### config.mk
export PLATFORM = sky130hd
export DESIGN_NAME = data_rx_packer_flat
export DESIGN_NICKNAME = d
export VERILOG_FILES = /design/src/rtl/data_rx_packer_pkg.sv /design/src/rtl/data_rx_packer_if.sv /design/src/rtl/data_rx_packer_rx_timeout_timer.sv /design/src/rtl/data_rx_packer.sv /design/src/flat_wrapper.sv
export SDC_FILE = /design/constraint.sdc
export NUM_CORES = 1
export LEC_CHECK = 0
export ABC_AREA = 1
export CAP_MARGIN = 20
export CORE_ASPECT_RATIO = 0.9
export CORE_UTILIZATION = 55
export DETAILED_ROUTE_END_ITERATION = 6
export DONT_BUFFER_PORTS = 1
export PLACE_DENSITY = 0.74
export SLEW_MARGIN = 40
export SYNTH_ARGS = -nofsm -noshare
export SYNTH_HDL_FRONTEND = slang
export SYNTH_SLANG_ARGS = --single-unit
### constraint.sdc
create_clock -name Clk -period 1.6 [get_ports Clk]
set_clock_uncertainty 0.2 [all_clocks]
set_input_delay 0.24 -clock Clk [delete_from_list [all_inputs] [get_ports Clk]]
set_output_delay 0.24 -clock Clk [all_outputs]
set_load 0.05 [all_outputs]
### src/rtl/data_rx_packer_pkg.sv
// Shared widths and state encoding for the UART byte packer and its
// transmit-side counterpart.
package data_rx_packer_pkg;

    localparam int BYTE_W         = 8;
    localparam int WORD_W         = 32;
    localparam int BYTES_PER_WORD = 4;
    localparam int BCNT_W         = $clog2(BYTES_PER_WORD);

    typedef enum logic {
        COLLECT = 1'b0,
        HOLD    = 1'b1
    } rx_state_t;

    function automatic logic [WORD_W-1:0] shift_in(
        input logic [WORD_W-1:0] word,
        input logic [BYTE_W-1:0] data
    );
        return {word[WORD_W-BYTE_W-1:0], data};
    endfunction

endpackage

### src/rtl/data_rx_packer_if.sv
// Byte-in / word-out bus between UART RX core, packer and receive FIFO.
interface data_rx_packer_if;
    import data_rx_packer_pkg::*;

    logic [BYTE_W-1:0] RxData;
    logic              RxDataValid;
    logic              FIFOFull;
    logic [WORD_W-1:0] FIFOData;
    logic              FIFOWriteEnable;

    modport master (
        output RxData,
        output RxDataValid,
        output FIFOFull,
        input  FIFOData,
        input  FIFOWriteEnable
    );

    modport slave (
        input  RxData,
        input  RxDataValid,
        input  FIFOFull,
        output FIFOData,
        output FIFOWriteEnable
    );

endinterface

### src/rtl/data_rx_packer_rx_timeout_timer.sv
// Inter-byte idle timer; Expired flags the cycle the idle budget runs out.
module rx_timeout_timer #(
    parameter int TIMEOUT_CYCLES = 100000,
    parameter int TIMEOUT_W      = $clog2(TIMEOUT_CYCLES)
) (
    input  logic Clk,
    input  logic Reset,
    input  logic Enable,
    input  logic Restart,
    output logic Expired
);

    logic [TIMEOUT_W-1:0] count;

    // A restart in the terminal cycle wins over expiry.
    assign Expired = Enable && !Restart &&
                     (count == TIMEOUT_W'(TIMEOUT_CYCLES - 1));

    always_ff @(posedge Clk) begin
        if (Reset || !Enable || Restart || Expired)
            count <= '0;
        else
            count <= count + TIMEOUT_W'(1);
    end

endmodule

### src/rtl/data_rx_packer.sv
// Packs UART bytes MSB-first into 32-bit words for the command FIFO,
// with inter-byte timeout resync and a sticky overrun flag.
module data_rx_packer
    import data_rx_packer_pkg::*;
#(
    parameter int TIMEOUT_CYCLES = 100000,
    parameter int TIMEOUT_W      = $clog2(TIMEOUT_CYCLES)
) (
    input  logic              Clk,
    input  logic              Reset,
    data_rx_packer_if.slave   bus,
    input  logic              ClearErrors,
    output logic              Overrun,
    output logic              TimeoutPulse,
    output logic [BCNT_W-1:0] ByteCount
);

    rx_state_t         state, state_n;
    logic [WORD_W-1:0] word, word_n;
    logic [BCNT_W-1:0] cnt, cnt_n;
    logic              ovr, ovr_n;
    logic              tp, tp_n;
    logic              write;
    logic              expired;
    logic              tmr_en;

    assign tmr_en = (state == COLLECT) && (cnt != '0);

    rx_timeout_timer #(
        .TIMEOUT_CYCLES (TIMEOUT_CYCLES),
        .TIMEOUT_W      (TIMEOUT_W)
    ) u_timer (
        .Clk     (Clk),
        .Reset   (Reset),
        .Enable  (tmr_en),
        .Restart (bus.RxDataValid),
        .Expired (expired)
    );

    always_ff @(posedge Clk) begin
        if (Reset) begin
            state <= COLLECT;
            word  <= '0;
            cnt   <= '0;
            ovr   <= 1'b0;
            tp    <= 1'b0;
        end else begin
            state <= state_n;
            word  <= word_n;
            cnt   <= cnt_n;
            ovr   <= ovr_n;
            tp    <= tp_n;
        end
    end

    always_comb begin
        state_n = state;
        word_n  = word;
        cnt_n   = cnt;
        ovr_n   = ovr && !ClearErrors;
        tp_n    = 1'b0;
        write   = 1'b0;
        unique case (state)
            COLLECT: begin
                if (bus.RxDataValid) begin
                    word_n = shift_in(word, bus.RxData);
                    if (cnt == BCNT_W'(BYTES_PER_WORD - 1)) begin
                        cnt_n   = '0;
                        state_n = HOLD;
                    end else begin
                        cnt_n = cnt + BCNT_W'(1);
                    end
                end else if (expired) begin
                    cnt_n = '0;
                    tp_n  = 1'b1;
                end
            end
            HOLD: begin
                write = !bus.FIFOFull;
                if (!bus.FIFOFull) begin
                    state_n = COLLECT;
                    // A byte landing in the write slot opens the next word.
                    if (bus.RxDataValid) begin
                        word_n = shift_in(word, bus.RxData);
                        cnt_n  = BCNT_W'(1);
                    end
                end else if (bus.RxDataValid) begin
                    ovr_n = 1'b1;
                end
            end
            default: state_n = COLLECT;
        endcase
    end

    // A held word is abandoned, not written, when reset hits.
    assign bus.FIFOWriteEnable = write && !Reset;
    assign bus.FIFOData        = word;
    assign Overrun             = ovr;
    assign TimeoutPulse        = tp;
    assign ByteCount           = cnt;

endmodule

### src/flat_wrapper.sv
// flat-port wrapper written by rule: the top's interface ports become plain ports
module data_rx_packer_flat import data_rx_packer_pkg::*;
#(
    parameter int TIMEOUT_CYCLES = 100000,
    parameter int TIMEOUT_W      = $clog2(TIMEOUT_CYCLES)
)
  (Clk, Reset, ClearErrors, Overrun, TimeoutPulse, ByteCount, bus_RxData, bus_RxDataValid, bus_FIFOFull, bus_FIFOData, bus_FIFOWriteEnable);
  data_rx_packer_if bus_i ();
  input  logic Clk;
  input  logic Reset;
  input  logic ClearErrors;
  output logic Overrun;
  output logic TimeoutPulse;
  output logic [BCNT_W-1:0] ByteCount;
  input wire logic [$bits(bus_i.RxData)-1:0] bus_RxData;
  input wire logic [$bits(bus_i.RxDataValid)-1:0] bus_RxDataValid;
  input wire logic [$bits(bus_i.FIFOFull)-1:0] bus_FIFOFull;
  output wire logic [$bits(bus_i.FIFOData)-1:0] bus_FIFOData;
  output wire logic [$bits(bus_i.FIFOWriteEnable)-1:0] bus_FIFOWriteEnable;
  assign bus_i.RxData = bus_RxData;
  assign bus_i.RxDataValid = bus_RxDataValid;
  assign bus_i.FIFOFull = bus_FIFOFull;
  assign bus_FIFOData = bus_i.FIFOData;
  assign bus_FIFOWriteEnable = bus_i.FIFOWriteEnable;
  data_rx_packer #(.TIMEOUT_CYCLES(TIMEOUT_CYCLES), .TIMEOUT_W(TIMEOUT_W)) u_core (.Clk(Clk), .Reset(Reset), .bus(bus_i), .ClearErrors(ClearErrors), .Overrun(Overrun), .TimeoutPulse(TimeoutPulse), .ByteCount(ByteCount));
endmodule
; Yosys cells after proc, flatten, opt, wreduce, memory -nomap -nowiden
; Cells that the tools add are included.
[word_totals]
register_bits = 54
inputBits = 13
elab_cells = 48
output_inout_bits = 37
[op_classes]
reduce_logical = 16
addsub = 2
eq_ne = 5
mux = 18
bitwise_logic = 1
[ops]
columns = operator, n
row1 = $mux 32, 2
row2 = $pmux 32 s2, 1
row3 = $add 17x1->17 const B, 1
row4 = $eq 17x17->1 const B, 1
row5 = $mux 2, 5
row6 = $mux 1, 8
row7 = $logic_and 1x1->1, 5
row8 = $logic_not 1->1, 5
row9 = $ne 2x2->1 const B, 2
row10 = $pmux 2 s2, 1
row11 = $logic_or 1x1->1, 3
row12 = $ne 3x3->1 const B, 1
row13 = $reduce_and 3->1, 1
row14 = $reduce_or 3->1, 1
row15 = $add 2x1->2 const B, 1
row16 = $eq 2x2->1 const B, 1
row17 = $pmux 1 s2, 1
row18 = $reduce_bool 2->1, 1
row19 = $not 1->1, 1

; Logic depth before layout (Yosys ltp)
[logic_depth]
word_depth = 7
depth_mapped = 10
mapped_depth_nobuf = 10

; Cells and area by module
; Synthesis repeated with hierarchy kept, for this count alone.
[hier_totals]
hier_cells = 316
area_unflattened_um2 = 2304.7
[by_module_without_submodules]
columns = mod, cells_per_inst, instances, seq_area_each_um2, area_per_inst_um2
row1 = data_rx_packer, 176, 1, 740.7, 1377.6
row2 = rx_timeout_timer, 140, 1, 340.3, 927.1

; Worst setup path after synthesis
; Ideal clock, no wire load.
[synth_timing]
path_type = register to output
startpoint = register u_core.state
endpoint = output port bus_FIFOWriteEnable
path_buffers = 0
required_time_ns = 1.160
arrival_ns = 1.578
path_slack_ns = -0.418
stages_incl_launch_ff = 3
path_cell_list = dfxtp_1 inv_1 nor3_1
[synth_between]
elab_chain_cells = 2
[synth_lines]
columns = element, line
row1 = from (decl), data_rx_packer.sv:18  ; rx_state_t state, state_n;
row2 = from (signal assigned), data_rx_packer.sv:48  ; state <= state_n;
row3 = $mux 1, data_rx_packer.sv:63  ; unique case (state)
row4 = $logic_and 1x1->1, data_rx_packer.sv:96  ; assign bus.FIFOWriteEnable = write && !Reset;
row5 = to (decl), flat_wrapper.sv:19  ; output wire logic [$bits(bus_i.FIFOWriteEnable)-1:0] bus_FIFOWriteEnable;
; No other way between the ends.

; Worst setup path after layout
[layout_timing]
startpoint = register u_core.u_timer.count[0]
endpoint = register u_core.u_timer.count[10]
[layout_between]
elab_chain_cells = 3
word_cells_on_any_way = 4
cone_classes = add/sub (1) / eq/ne (1) / reduce/logical (2)
[layout_lines]
columns = element, line
row1 = from (decl), data_rx_packer_rx_timeout_timer.sv:13  ; logic [TIMEOUT_W-1:0] count;
row2 = from (signal assigned), data_rx_packer_rx_timeout_timer.sv:23  ; count <= count + TIMEOUT_W'(1);
row3 = "parallel branches: the longest is 3 deep, another holds $add 17x1->17", --
; Several ways; the timed one is not identified.
; A chain may end at the register's enable or synchronous reset.

==> results.json <==
{
  "status": "complete, but fails checks",
  "violations": "design-rule violations, negative hold slack",
  "die_x_um": 71.4,
  "end_kind": "register",
  "setup_violations": 0,
  "startpoint_type": "register",
  "io_buffers": 0,
  "area.growth.synth_to_final_pct": 19.9,
  "vias_per_cell": 5.13,
  "fp-row-count": 22,
  "grtUsageTotal_pct": 22.3,
  "power_frac_comb_pct": 14.0,
  "vias": 2011,
  "initial_core_util_pct": 58.1,
  "critPathArrivalTime_ps": 1590,
  "routed_wl_mm": 4.90,
  "antenna_found_initial": 0,
  "cpLargestDelayFamily": "simple AND/OR/NAND/NOR gates",
  "synth_edf_count": 0,
  "drv_slew": 0,
  "fin_cells": 392,
  "final_core_util_pct": 69.6,
  "drc": 4,
  "synth-seq-cells": 54,
  "synth_cell_types": 32,
  "p_seq_share_pct": 55.6,
  "cts_made_buffers": 5,
  "root_buffer": "clkbuf_8",
  "hold_depth": 1,
  "clk_latency_ps": 300,
  "cap_violations": 0,
  "pin_count": 50,
  "avgRoutedWirePerCell_um": 12.5,
  "synth_seq_area_share_pct": 45.4,
  "async_reset_ff_share_pct": 0,
  "clk_path_buf_depth": 2,
  "syn_avg_cell_area_um2": 7.79,
  "die_h_um": 64.4,
  "syn_nets": 322,
  "core_area_um2": 4100,
  "clock-sinks": 54,
  "critPathSlowestCell": "dfxtp_2",
  "intPower_uw": 1930,
  "peakVddDrop_mv": 0.751,
  "max_stage_delay_ps": 370,
  "nNetsFinal": 359,
  "h-tree-depth": 2,
  "die_area_um2": 4600,
  "cts.hold.buffers_added": 11,
  "switching_share_pct": 29.2,
  "relSlewSlack_pct": 61.4,
  "worstRegToRegCells": 6,
  "required_ps": 1620,
  "drive_above_1_share_pct": 23.8,
  "grt_pass1_vias": 1818,
  "antenna_cells": 0,
  "place_ws_ps": -11.6,
  "grt_pass1_wl_mm": 8.14,
  "drt_iter0_drc": 130,
  "p_clk_share_pct": 30.4,
  "hold_path.class": "in2reg",
  "tightest_slew_ps": 578,
  "grt_setup_unrepaired": "true",
  "placedCellCount": 372,
  "grt_max_degree": 35,
  "crit_chain": "ha_4 -> nand3_4 -> nor3_4 -> nand2_1 -> nand2_1 -> nor3b_1",
  "crit_path_max_fanout": 6,
  "cts_tree": "yes",
  "fillers": 324,
  "hold_violations": 12,
  "crit_buf_inv": 0,
  "worst_slack_ps": 34.7,
  "crit_top_cell": "nand2_1",
  "drtPass1Iterations": 6,
  "cp_num_cells": 6,
  "synthCells": 306,
  "p_leak_uw": 0.00113,
  "power_density_nw_per_um2": 956,
  "yosys_warnings": 0,
  "p_switching_uw": 798,
  "path_clk_slew_ps": 90,
  "fin_hold_ws_ps": -192,
  "fin_crit_ps": 1570,
  "ant_nets": 0,
  "path_class": "reg2reg",
  "synth_flop_cell": "dfxtp_1",
  "post-route-period-util_pct": 97.8,
  "syn-cell-area_um2": 2380,
  "tns_ps": 0,
  "place_congestion": 0.884,
  "gr-total-overflow": 0,
  "max_freq_ghz": 0.639,
  "dp_hpwl_mm": 3.35
}
layout by cell type (no fill, tap or decap), drive strengths merged, types with 2 or more instances in the layout:
cell,synthesis,routed
xnor2,2,2
or2,3,3
dfxtp,54,54
inv,24,24
a21oi,13,13
nor3,7,7
nand4,6,6
nand3,14,14
xor2,3,3
ha,3,3
nand2,37,37
dlygate4sd3,0,11
nor2,94,94
nor4,2,2
clkbuf,2,7
o21ai,32,32
buf,8,29
through the flow:
step	area, um^2	total power [uW]
floorplan	2410	1820
global placement	2590	1890
detailed placement	2590	1900
CTS	2810	2750
global route	2860	2850
finish	2860	2730
cells in the mapped netlist (3+ instances only):
library cell	number	area [um^2]
xor2_1	3	26.3
nor2_1	74	278
a21oi_1	10	50.1
ha_1	3	37.5
a21oi_2	3	26.3
dfxtp_1	54	1080
nand3_1	11	55.1
nand4_1	6	37.5
nor3_1	6	30.0
buf_6	7	78.8
o21ai_0	13	65.1
nor2_2	19	119
nand2_1	35	131
inv_1	22	82.6
o21ai_1	19	95.1
flip-flops by register name, summed over array words and instances (netlist names):
| name | count |
|---|---|
| u_core.ByteCount | 2 |
| u_core.bus.FIFOData | 32 |
| u_core.Overrun | 1 |
| u_core.state | 1 |
| u_core.TimeoutPulse | 1 |
| u_core.u_timer.count | 17 |
per-layer routing:
metal,GRT usage [%],share of wire [%],vias up
li1,-,-,1051
met1,29.8,48,902
met2,36.3,46,56
met3,5.29,5.5,2
met4,5.75,0.49,0
met5,0,0,-
power groups by stage:
stage          Combinational [uW]  Sequential [uW]  Clock (uW)
2_1_floorplan                 158             1670           0
3_3_place_gp                  346             1550           0
3_5_place_dp                  353             1550           0
4_1_cts                       380             1520         851
5_1_grt                       412             1520         915
6_report                      383             1520         829
worst reg2reg max path: cells and delay by family, from the launching register on:
family        cells  cell delay (ps)
simple gates      5              770
fa+ha+maj         1              160
flops             1              370
repair_timing:
item / CTS / global route
gates resized for setup: 4 / 7
endpoints found under the hold margin: 27 / 11
buffers inserted: 0 / 2
endpoints found under the setup margin: 15 / 23
pin swaps: 0 / 7
cell type report:
cell class                 instances  area, um^2  area share (%)
sequential                        54        1090            38.3
tap                               48        60.1            2.10
clock buffer                       7        97.6            3.42
timing repair buffer              40         335            11.7
clock inverter                     1        7.51           0.263
multi-input combinational        217        1160            40.6
inverter                          25         100            3.51
path summary, 6_finish.rpt:
check	from	end	slack, ps
max	u_core.u_timer.count[0]	u_core.u_timer.count[10]	30
min	bus_RxDataValid	u_core.TimeoutPulse	-190
max reg2reg	u_core.u_timer.count[0]	u_core.u_timer.count[10]	30
min reg2reg	u_core.Overrun	u_core.Overrun	270
kinds of logic after synthesis:
group,after synthesis,synth area share (%)
simple gates,164,33.4
flops,54,45.4
compound gates,45,9.93
buf+inv,35,7.88
xor+xnor,5,1.84
fa+ha+maj,3,1.58
Power figures use the tool's default switching activity.
